$ cat config.mk
export PLATFORM = sky130hd
export DESIGN_NAME = stats_uart_tx
export DESIGN_NICKNAME = d
export VERILOG_FILES = /design/src/rtl/stats_uart_tx.sv
export SDC_FILE = /design/constraint.sdc
export NUM_CORES = 1
export LEC_CHECK = 0
export BUFFER_PORTS_ARGS = -buffer_cell sky130_fd_sc_hd__buf_2
export CAP_MARGIN = 20
export CORE_UTILIZATION = 50
export DETAILED_ROUTE_END_ITERATION = 10
export PLACE_DENSITY = 0.7
export RECOVER_POWER = 100
export SLEW_MARGIN = 20
export SYNTH_ARGS = -nofsm -noshare
export SYNTH_HDL_FRONTEND = slang
export SYNTH_SLANG_ARGS = --single-unit
$ cat constraint.sdc
create_clock -name i_clk -period 5.9 [get_ports i_clk]
set_clock_uncertainty 0.15 [all_clocks]
set_input_delay 0.885 -clock i_clk [delete_from_list [all_inputs] [get_ports i_clk]]
set_output_delay 0.885 -clock i_clk [all_outputs]
set_load 0.02 [all_outputs]
$ cat src/rtl/stats_uart_tx.sv
// stats_uart_tx: serialises a snapshot of the pet's five 5-bit stats and its sleep flag
// into a fixed 8N1, LSB-first UART status frame on a single TX pin.
//
// Frame: A5 (sync), hunger, happiness, hygiene, energy, social, sleep flag
//        [, XOR checksum of bytes 1..6 when STATS_UART_TX_CHECKSUM_EN is defined]
//
// Ports:
//   i_clk         system clock, rising edge
//   i_rst_n       asynchronous active-low reset
//   i_send        frame request, honoured only while idle
//   i_hunger, i_happiness, i_hygiene, i_energy, i_social   5-bit live stats
//   i_is_sleeping live sleep flag
//   o_uart_tx     serial line, idles high, driven straight from a flop
//   o_busy        high while a frame is being sent
//   o_done        one-cycle pulse when the frame completes
//
// Optional feature macro: STATS_UART_TX_CHECKSUM_EN (adds the checksum byte).

module stats_uart_tx #(
    parameter int unsigned CLKS_PER_BIT = 87
) (
    input  logic       i_clk,
    input  logic       i_rst_n,
    input  logic       i_send,
    input  logic [4:0] i_hunger,
    input  logic [4:0] i_happiness,
    input  logic [4:0] i_hygiene,
    input  logic [4:0] i_energy,
    input  logic [4:0] i_social,
    input  logic       i_is_sleeping,
    output logic       o_uart_tx,
    output logic       o_busy,
    output logic       o_done
);

`ifdef STATS_UART_TX_CHECKSUM_EN
    localparam int unsigned NBYTES = 8;
`else
    localparam int unsigned NBYTES = 7;
`endif

    localparam logic [15:0] BAUD_LAST = 16'(CLKS_PER_BIT - 1);
    localparam logic [2:0]  LAST_BYTE = 3'(NBYTES - 1);

    typedef enum logic [1:0] {
        StIdle,
        StStart,
        StData,
        StStop
    } state_e;

    state_e      r_state;
    logic [15:0] r_baud;
    logic [2:0]  r_bit;
    logic [2:0]  r_byte;
    logic [7:0]  r_shift;
    logic [4:0]  r_hunger, r_happiness, r_hygiene, r_energy, r_social;
    logic        r_sleep;
    logic        r_tx, r_busy, r_done;

    state_e      w_state_d;
    logic [15:0] w_baud_d;
    logic [2:0]  w_bit_d;
    logic [2:0]  w_byte_d;
    logic [7:0]  w_shift_d;
    logic        w_tx_d, w_busy_d, w_done_d;
    logic        w_accept;
    logic        w_baud_end;
    logic [7:0]  w_byte_val;

    assign w_accept   = (r_state == StIdle) && i_send;
    assign w_baud_end = (r_baud == BAUD_LAST);

`ifdef STATS_UART_TX_CHECKSUM_EN
    logic [7:0] w_checksum;
    assign w_checksum = {3'b000, r_hunger} ^ {3'b000, r_happiness} ^ {3'b000, r_hygiene} ^
                        {3'b000, r_energy} ^ {3'b000, r_social} ^ {7'b0, r_sleep};
`endif

    // Byte of the frame selected by the byte index, built from the snapshot.
    always_comb begin
        w_byte_val = 8'h00;
        case (r_byte)
            3'd0: w_byte_val = 8'hA5;
            3'd1: w_byte_val = {3'b000, r_hunger};
            3'd2: w_byte_val = {3'b000, r_happiness};
            3'd3: w_byte_val = {3'b000, r_hygiene};
            3'd4: w_byte_val = {3'b000, r_energy};
            3'd5: w_byte_val = {3'b000, r_social};
            3'd6: w_byte_val = {7'b0, r_sleep};
`ifdef STATS_UART_TX_CHECKSUM_EN
            3'd7: w_byte_val = w_checksum;
`endif
            default: w_byte_val = 8'h00;
        endcase
    end

    // Next state plus next-cycle outputs; outputs are registered from the next state so the
    // line changes on the same edge the state does.
    always_comb begin
        w_state_d = r_state;
        w_baud_d  = r_baud;
        w_bit_d   = r_bit;
        w_byte_d  = r_byte;
        w_shift_d = r_shift;
        w_done_d  = 1'b0;

        unique case (r_state)
            StIdle: begin
                if (i_send) begin
                    w_state_d = StStart;
                    w_baud_d  = '0;
                    w_byte_d  = '0;
                end
            end
            StStart: begin
                if (w_baud_end) begin
                    w_state_d = StData;
                    w_baud_d  = '0;
                    w_bit_d   = '0;
                    w_shift_d = w_byte_val;
                end else begin
                    w_baud_d = r_baud + 16'd1;
                end
            end
            StData: begin
                if (w_baud_end) begin
                    w_baud_d = '0;
                    if (r_bit == 3'd7) begin
                        w_state_d = StStop;
                    end else begin
                        w_bit_d   = r_bit + 3'd1;
                        w_shift_d = {1'b0, r_shift[7:1]};
                    end
                end else begin
                    w_baud_d = r_baud + 16'd1;
                end
            end
            StStop: begin
                if (w_baud_end) begin
                    w_baud_d = '0;
                    if (r_byte == LAST_BYTE) begin
                        w_state_d = StIdle;
                        w_done_d  = 1'b1;
                    end else begin
                        w_byte_d  = r_byte + 3'd1;
                        w_state_d = StStart;
                    end
                end else begin
                    w_baud_d = r_baud + 16'd1;
                end
            end
        endcase

        w_busy_d = (w_state_d != StIdle);
        w_tx_d   = 1'b1;
        if (w_state_d == StStart) begin
            w_tx_d = 1'b0;
        end else if (w_state_d == StData) begin
            w_tx_d = w_shift_d[0];
        end
    end

    always_ff @(posedge i_clk or negedge i_rst_n) begin
        if (!i_rst_n) begin
            r_state <= StIdle;
            r_baud  <= '0;
            r_bit   <= '0;
            r_byte  <= '0;
            r_shift <= '0;
            r_tx    <= 1'b1;
            r_busy  <= 1'b0;
            r_done  <= 1'b0;
        end else begin
            r_state <= w_state_d;
            r_baud  <= w_baud_d;
            r_bit   <= w_bit_d;
            r_byte  <= w_byte_d;
            r_shift <= w_shift_d;
            r_tx    <= w_tx_d;
            r_busy  <= w_busy_d;
            r_done  <= w_done_d;
        end
    end

    // Snapshot of the live inputs, taken only when a request is accepted.
    always_ff @(posedge i_clk or negedge i_rst_n) begin
        if (!i_rst_n) begin
            r_hunger    <= '0;
            r_happiness <= '0;
            r_hygiene   <= '0;
            r_energy    <= '0;
            r_social    <= '0;
            r_sleep     <= 1'b0;
        end else if (w_accept) begin
            r_hunger    <= i_hunger;
            r_happiness <= i_happiness;
            r_hygiene   <= i_hygiene;
            r_energy    <= i_energy;
            r_social    <= i_social;
            r_sleep     <= i_is_sleeping;
        end
    end

    assign o_uart_tx = r_tx;
    assign o_busy    = r_busy;
    assign o_done    = r_done;

endmodule

# Yosys cells after proc, flatten, opt, wreduce, memory -nomap -nowiden
# Cells that the tools add are included.
# totals
inputBits,29
output_inout_bits,3
elab_cells,74
register_bits,61
# op_classes
n_addsub,3
reduce_logical,9
n_mux,28
eq_ne,19
# ops
cell,n
8-bit one-hot mux with 7 select lines,1
16-bit two-way mux,2
16-bit one-hot mux with 2 select lines,1
8-bit two-way mux,3
3-bit two-way mux,6
"16-bit by 1-bit adder with 16-bit output, second input constant",1
"16-bit by 7-bit equality test with 1-bit output, second input constant",1
8-bit one-hot mux with 2 select lines,1
"3-bit equality test, second input constant",4
"2-bit != test, second input constant",6
3-bit one-hot mux with 2 select lines,2
2-bit two-way mux,5
2-bit one-hot mux with 4 select lines,1
4-bit AND reduction,2
"3-bit by 1-bit adder with 3-bit output, second input constant",2
"2-bit equality test, second input constant",3
"3-bit by 2-bit equality test with 1-bit output, second input constant",2
1-bit two-way mux,6
2-bit nonzero test,3
"2-bit by 1-bit equality test with 1-bit output, second input constant",2
"3-bit by 1-bit equality test with 1-bit output, second input constant",1
3-bit logical NOT,1
3-bit OR reduction,1
2-bit logical NOT,1
1-bit logical AND,1

# Longest topological paths before layout
# logic_depth
word_depth,7
depth_mapped,9
mapped_depth_nobuf,8

# Least setup slack after synthesis
# Ideal clock, no wire load.
# synth_path
kind,register -> register
from,register r_byte[0]
to,register r_tx (netlist: o_uart_tx)
setup_ns,0.082
t_required_ns,5.668
stages_incl_launch_ff,9
synth_period_minus_slack_ns,2.298
setup_slack_ns,3.602
path_buffers,1
arrival_ns,2.066
cell_sequence,dfrtp_1 -> inv_1 -> ha_1 -> clkbuf_1 -> nand2_1 -> o31a_1 -> o41ai_2 -> o2111ai_1 -> mux2_2
# synth_between
elab_chain_len,7
word_cells_on_any_way,17
classes_between,eq/ne (8); mux (8); reduce/logical (1)
# synth_rtl
element,line,source
"start, declared",55,logic [2:0] r_byte;
"start signal, assigned",178,r_byte <= w_byte_d;
3-bit equality test,"83, 142",
1-bit two-way mux,142,if (r_byte == LAST_BYTE) begin
2-bit two-way mux,140,if (w_baud_end) begin
2-bit one-hot mux with 4 select lines,108,unique case (r_state)
2-bit equality test,159,end else if (w_state_d == StData) begin
1-bit two-way mux,159,
1-bit two-way mux (*),157,if (w_state_d == StStart) begin
named net w_tx_d,66,"logic w_tx_d, w_busy_d, w_done_d;"
"end signal, assigned",180,r_tx <= w_tx_d;
"end, declared",59,"logic r_tx, r_busy, r_done;"
# The timed path passes the listed nets; every way through them passes the cells marked *. The select of a mux whose other input is x is not followed.
# A chain may end at the register's enable or synchronous reset.

==> flow_summary.html <==
<table>
<tr><th>Metric</th><th>Value</th></tr>
<tr><th colspan="2">Worst setup path</th></tr>
<tr><td>Classification of the worst setup path</td><td>input pin to async pin</td></tr>
<tr><td>CP Launch Type</td><td>input pin</td></tr>
<tr><td>Worst Path Max Fanout</td><td>61</td></tr>
<tr><td>Nature of the critical path endpoint</td><td>async pin</td></tr>
<tr><td>Family of cells with the greatest summed delay on the critical path</td><td>buffers and inverters</td></tr>
<tr><td>Largest stage delay, worst path</td><td>2.24 ns</td></tr>
<tr><td>Crit path DAT</td><td>3.25 ns</td></tr>
<tr><td>Cell with the largest stage delay on the worst path</td><td>clkbuf_1</td></tr>
<tr><td>Data required time at the worst endpoint</td><td>5.48 ns</td></tr>
<tr><td>Cells along the critical path</td><td>buf_2 -&gt; clkbuf_1</td></tr>
<tr><td>Count of buffering cells on the critical path with inverters included</td><td>2</td></tr>
<tr><td>R2R Setup Slk</td><td>2.99 ns</td></tr>
<tr><th colspan="2">Drt</th></tr>
<tr><td>Met3 routed WL</td><td>246 um</td></tr>
<tr><td>Iteration-0 DRC count of the detailed router</td><td>145</td></tr>
<tr><td>Post-detailed-route wirelength per cell</td><td>15.5 um</td></tr>
<tr><td>Vias after detailed routing</td><td>2241</td></tr>
<tr><td>Average vias per placed instance</td><td>5.63</td></tr>
<tr><td>Antenna Violating Nets Remaining</td><td>0</td></tr>
<tr><td>Met1 Wirelength</td><td>3080 um</td></tr>
<tr><td>Wire length on met2</td><td>2710 um</td></tr>
<tr><td>Post-detailed-routing wire length</td><td>6170 um</td></tr>
<tr><td>First drt pass iteration count</td><td>4</td></tr>
<tr><td>Top Layer Used</td><td>met4</td></tr>
<tr><td>Number of design rule violations left after detail routing</td><td>0</td></tr>
<tr><th colspan="2">Die</th></tr>
<tr><td>Width of the die</td><td>80.7 um</td></tr>
<tr><td>Effective utilization at floorplan</td><td>0.520</td></tr>
<tr><td>Die Span Y</td><td>80.7 um</td></tr>
<tr><td>Rows</td><td>28</td></tr>
<tr><td>Number of top-level pins</td><td>32</td></tr>
<tr><td>Std-Cell Core Area</td><td>5960 um^2</td></tr>
<tr><td>Die footprint</td><td>6510 um^2</td></tr>
<tr><th colspan="2">Pwr</th></tr>
<tr><td>Switching Power</td><td>169 uW</td></tr>
<tr><td>Power Internal</td><td>695 uW</td></tr>
<tr><td>Highest ir drop seen on vdd</td><td>133 uV</td></tr>
<tr><td>Switching share of power</td><td>0.196</td></tr>
<tr><td>Clk network pwr share</td><td>0.496</td></tr>
<tr><td>Power density cells</td><td>245 nW/um^2</td></tr>
<tr><td>Logic pwr share</td><td>0.020</td></tr>
<tr><td>Lkg Pwr</td><td>0.00170 uW</td></tr>
<tr><td>Power, Total</td><td>864 uW</td></tr>
<tr><td>Flop pwr share</td><td>0.484</td></tr>
<tr><th colspan="2">Placed design</th></tr>
<tr><td>Port Buf Inserts</td><td>31</td></tr>
<tr><td>Area after detailed placement</td><td>3320 um^2</td></tr>
<tr><td>Routability Congestion</td><td>0.788</td></tr>
<tr><td>Hpwl dp</td><td>4190 um</td></tr>
<tr><th colspan="2">Synth</th></tr>
<tr><td>Fraction of post-synthesis cell area in the top cell type by area</td><td>0.485</td></tr>
<tr><td>Post-synth EDFFs</td><td>0</td></tr>
<tr><td>Average cell area after synthesis</td><td>10.9 um^2</td></tr>
<tr><td>Net count of the mapped netlist</td><td>328</td></tr>
<tr><td>#FFs+latches synth</td><td>61</td></tr>
<tr><td>Proportion of synthesized chip area in sequential cells</td><td>0.494</td></tr>
<tr><td>Cell accounting for the most synthesized area</td><td>dfrtp_1</td></tr>
<tr><td>Prevailing post-synth register cell</td><td>dfrtp_1</td></tr>
<tr><td>Gate count of the mapped netlist</td><td>285</td></tr>
<tr><td>Number of distinct library cells after synthesis</td><td>45</td></tr>
<tr><td>Netlist area before placement</td><td>3090 um^2</td></tr>
<tr><td>Async set-or-reset flop fraction in the synthesized netlist</td><td>1.00</td></tr>
<tr><td>Synth Warn #</td><td>0</td></tr>
<tr><td>Cell types occupying the most area after synthesis</td><td>dfrtp_1, mux2_2, ha_1, nor2_1, nand2_1</td></tr>
<tr><th colspan="2">STA</th></tr>
<tr><td>Pins over their slew limit</td><td>62</td></tr>
<tr><td>Peak clock frequency supported by timing</td><td>273 MHz</td></tr>
<tr><td>Actual transition at the worst max-transition pin</td><td>3.21 ns</td></tr>
<tr><td>Hold Vio Cnt, Final</td><td>0</td></tr>
<tr><td>Time the final worst path needs with I/O delays and setup</td><td>3.67 ns</td></tr>
<tr><td>Max_slew headroom</td><td>-1.14</td></tr>
<tr><td>Sum of negative setup slack</td><td>0 ns</td></tr>
<tr><td>Final period utilization</td><td>0.622</td></tr>
<tr><td>WHS</td><td>0.334 ns</td></tr>
<tr><td># setup viols final</td><td>0</td></tr>
<tr><td>RSZ-0062 raised after global routing</td><td>false</td></tr>
<tr><th colspan="2">Clock network</th></tr>
<tr><td>Later-pin clock latency in the skew report</td><td>0.34 ns</td></tr>
<tr><td>Clock-pin slew of the registers on the worst-case setup and hold paths</td><td>0.06 ns</td></tr>
<tr><td>TritonCTS clock tree</td><td>done</td></tr>
<tr><td>CTS root buffer</td><td>clkbuf_8</td></tr>
<tr><td>Post-CTS Setup Inserts</td><td>0</td></tr>
<tr><td>CTS hold repair buffers</td><td>0</td></tr>
<tr><td>Clock tree sinks</td><td>61</td></tr>
<tr><td># resized after CTS</td><td>0</td></tr>
<tr><td>Maximum clock path buffer count</td><td>2</td></tr>
<tr><td>CTS H-tree lvls</td><td>3</td></tr>
<tr><td>TritonCTS buffer count</td><td>9</td></tr>
<tr><th colspan="2">Global routing</th></tr>
<tr><td>Via count of the first global-routing pass</td><td>2223</td></tr>
<tr><td>Congestion Overflow GR</td><td>0</td></tr>
<tr><td>Initial antenna violation count</td><td>0</td></tr>
<tr><td>Global-route wire length before repair</td><td>10600 um</td></tr>
<tr><td>Gr usage total</td><td>0.218</td></tr>
<tr><td>Pin count of the biggest net entering global routing</td><td>62</td></tr>
<tr><th colspan="2">Status</th></tr>
<tr><td>Status</td><td>finished with violations</td></tr>
<tr><td>Failing checks</td><td>max-capacitance violations, max-slew violations</td></tr>
<tr><th colspan="2">Layout</th></tr>
<tr><td>Final nets</td><td>362</td></tr>
<tr><td>Layout overhead on the synthesized area</td><td>14.0%</td></tr>
<tr><td>Util after Layout</td><td>0.592</td></tr>
<tr><td>Design area</td><td>3530 um^2</td></tr>
<tr><td>Count of inserted antenna diode cells</td><td>0</td></tr>
<tr><td>Commonest non-fill, non-tap cells in the layout</td><td>dfrtp_1, mux2_2, nor2_1, buf_2, nand2_1</td></tr>
<tr><td>Fraction of layout cells with a size suffix above 1</td><td>0.245</td></tr>
<tr><td>Leading cell type in the layout, fill and taps excluded</td><td>dfrtp_1</td></tr>
<tr><th colspan="2">Worst hold path</th></tr>
<tr><td>Worst hold path type</td><td>flip-flop to flip-flop</td></tr>
<tr><th colspan="2">Job</th></tr>
<tr><td>Number of violations of the max-capacitance limit</td><td>1</td></tr>
</table>
-- final timing paths --
path | start | endpoint | cells after the start
max in group i_clk | r_state[0]$_DFF_PN0_ | o_uart_tx$_DFF_PN1_ | 7
hold / removal | r_shift[2]$_DFFE_PN0P_ | r_shift[2]$_DFFE_PN0P_ | 2
setup / recovery | i_rst_n | r_byte[2]$_DFFE_PN0P_ | 2
min in group asynchronous | i_rst_n | r_baud[13]$_DFFE_PN0N_ | 2
hold reg to reg | r_shift[2]$_DFFE_PN0P_ | r_shift[2]$_DFFE_PN0P_ | 2
setup reg to reg | r_state[0]$_DFF_PN0_ | o_uart_tx$_DFF_PN1_ | 7
-- registers in the layout, indices dropped and copies added, names as in the netlist, 3 cells and up --
register / cells
r_hunger: 5
r_energy: 5
r_social: 5
r_hygiene: 5
r_byte: 3
r_happiness: 5
r_bit: 3
r_shift: 8
r_baud: 16
-- per-stage QoR --
stage                     instances  setup WS [ns]
after global routing            398           1.52
final                           398           2.23
after floorplan                 285           3.60
after global placement          383           2.89
after CTS                       398           3.01
after detailed placement        383           2.87
-- final cells by class --
class                   count  area [um^2]
clock buffers              12          165
clock inverters             3         67.6
fillers                   519         2430
inverters                  12         45.0
multi-input cells         203         1470
flip-flops and latches     61         1530
well taps                  75         93.8
repair buffers             32          155
-- cells in the mapped netlist (2+ instances only) --
cell type  instances
clkbuf_1           8
inv_1             12
a31oi_1            2
o2111ai_1          2
ha_1              14
nand4_1            5
xnor2_1            6
a221o_1            2
nor2b_1            2
a221oi_1           7
o211ai_1           3
dfrtp_1           60
a22o_1             2
nor2_1            27
nand2b_1           2
o41ai_1            2
mux2_2            29
nand2_1           25
o21ai_0           18
nand3_1           10
a21oi_1            5
xor2_1             8
nor3_1             5
and3_1             4
a22oi_1            5
-- power by group through the flow --
| stage | combinational, uW | sequential (uW) | clock, uW |
|---|---|---|---|
| floorplan | 0.302 | 426 | 0 |
| global placement | 18.4 | 426 | 0 |
| detailed placement | 18.5 | 426 | 0 |
| CTS | 18.5 | 418 | 439 |
| global route | 20.3 | 418 | 455 |
| finish | 17.3 | 418 | 429 |
-- per-layer routing --
layer  up-vias  track usage
met2        57        0.331
met4         0        0.104
met1      1082        0.298
met3        11       0.0409
li1       1091            -
met5         -            0
-- worst reg2reg max path: cells and delay by family (launching register included) --
family	cells	cell delay, ns
compound gates	3	0.71
fa+ha+maj	1	0.30
mux	1	0.31
flops	1	0.41
simple gates	1	0.86
buf+inv	1	0.11
-- cell families after synthesis --
family | share of synthesized area
adders and majority gates | 0.0566
and+or+nand+nor | 0.144
DFF | 0.494
buffers and inverters | 0.0259
muxes | 0.109
AOI/OAI and AO/OA | 0.131
xor gates and xnor gates | 0.0396
(Power assumes the default switching activity.)
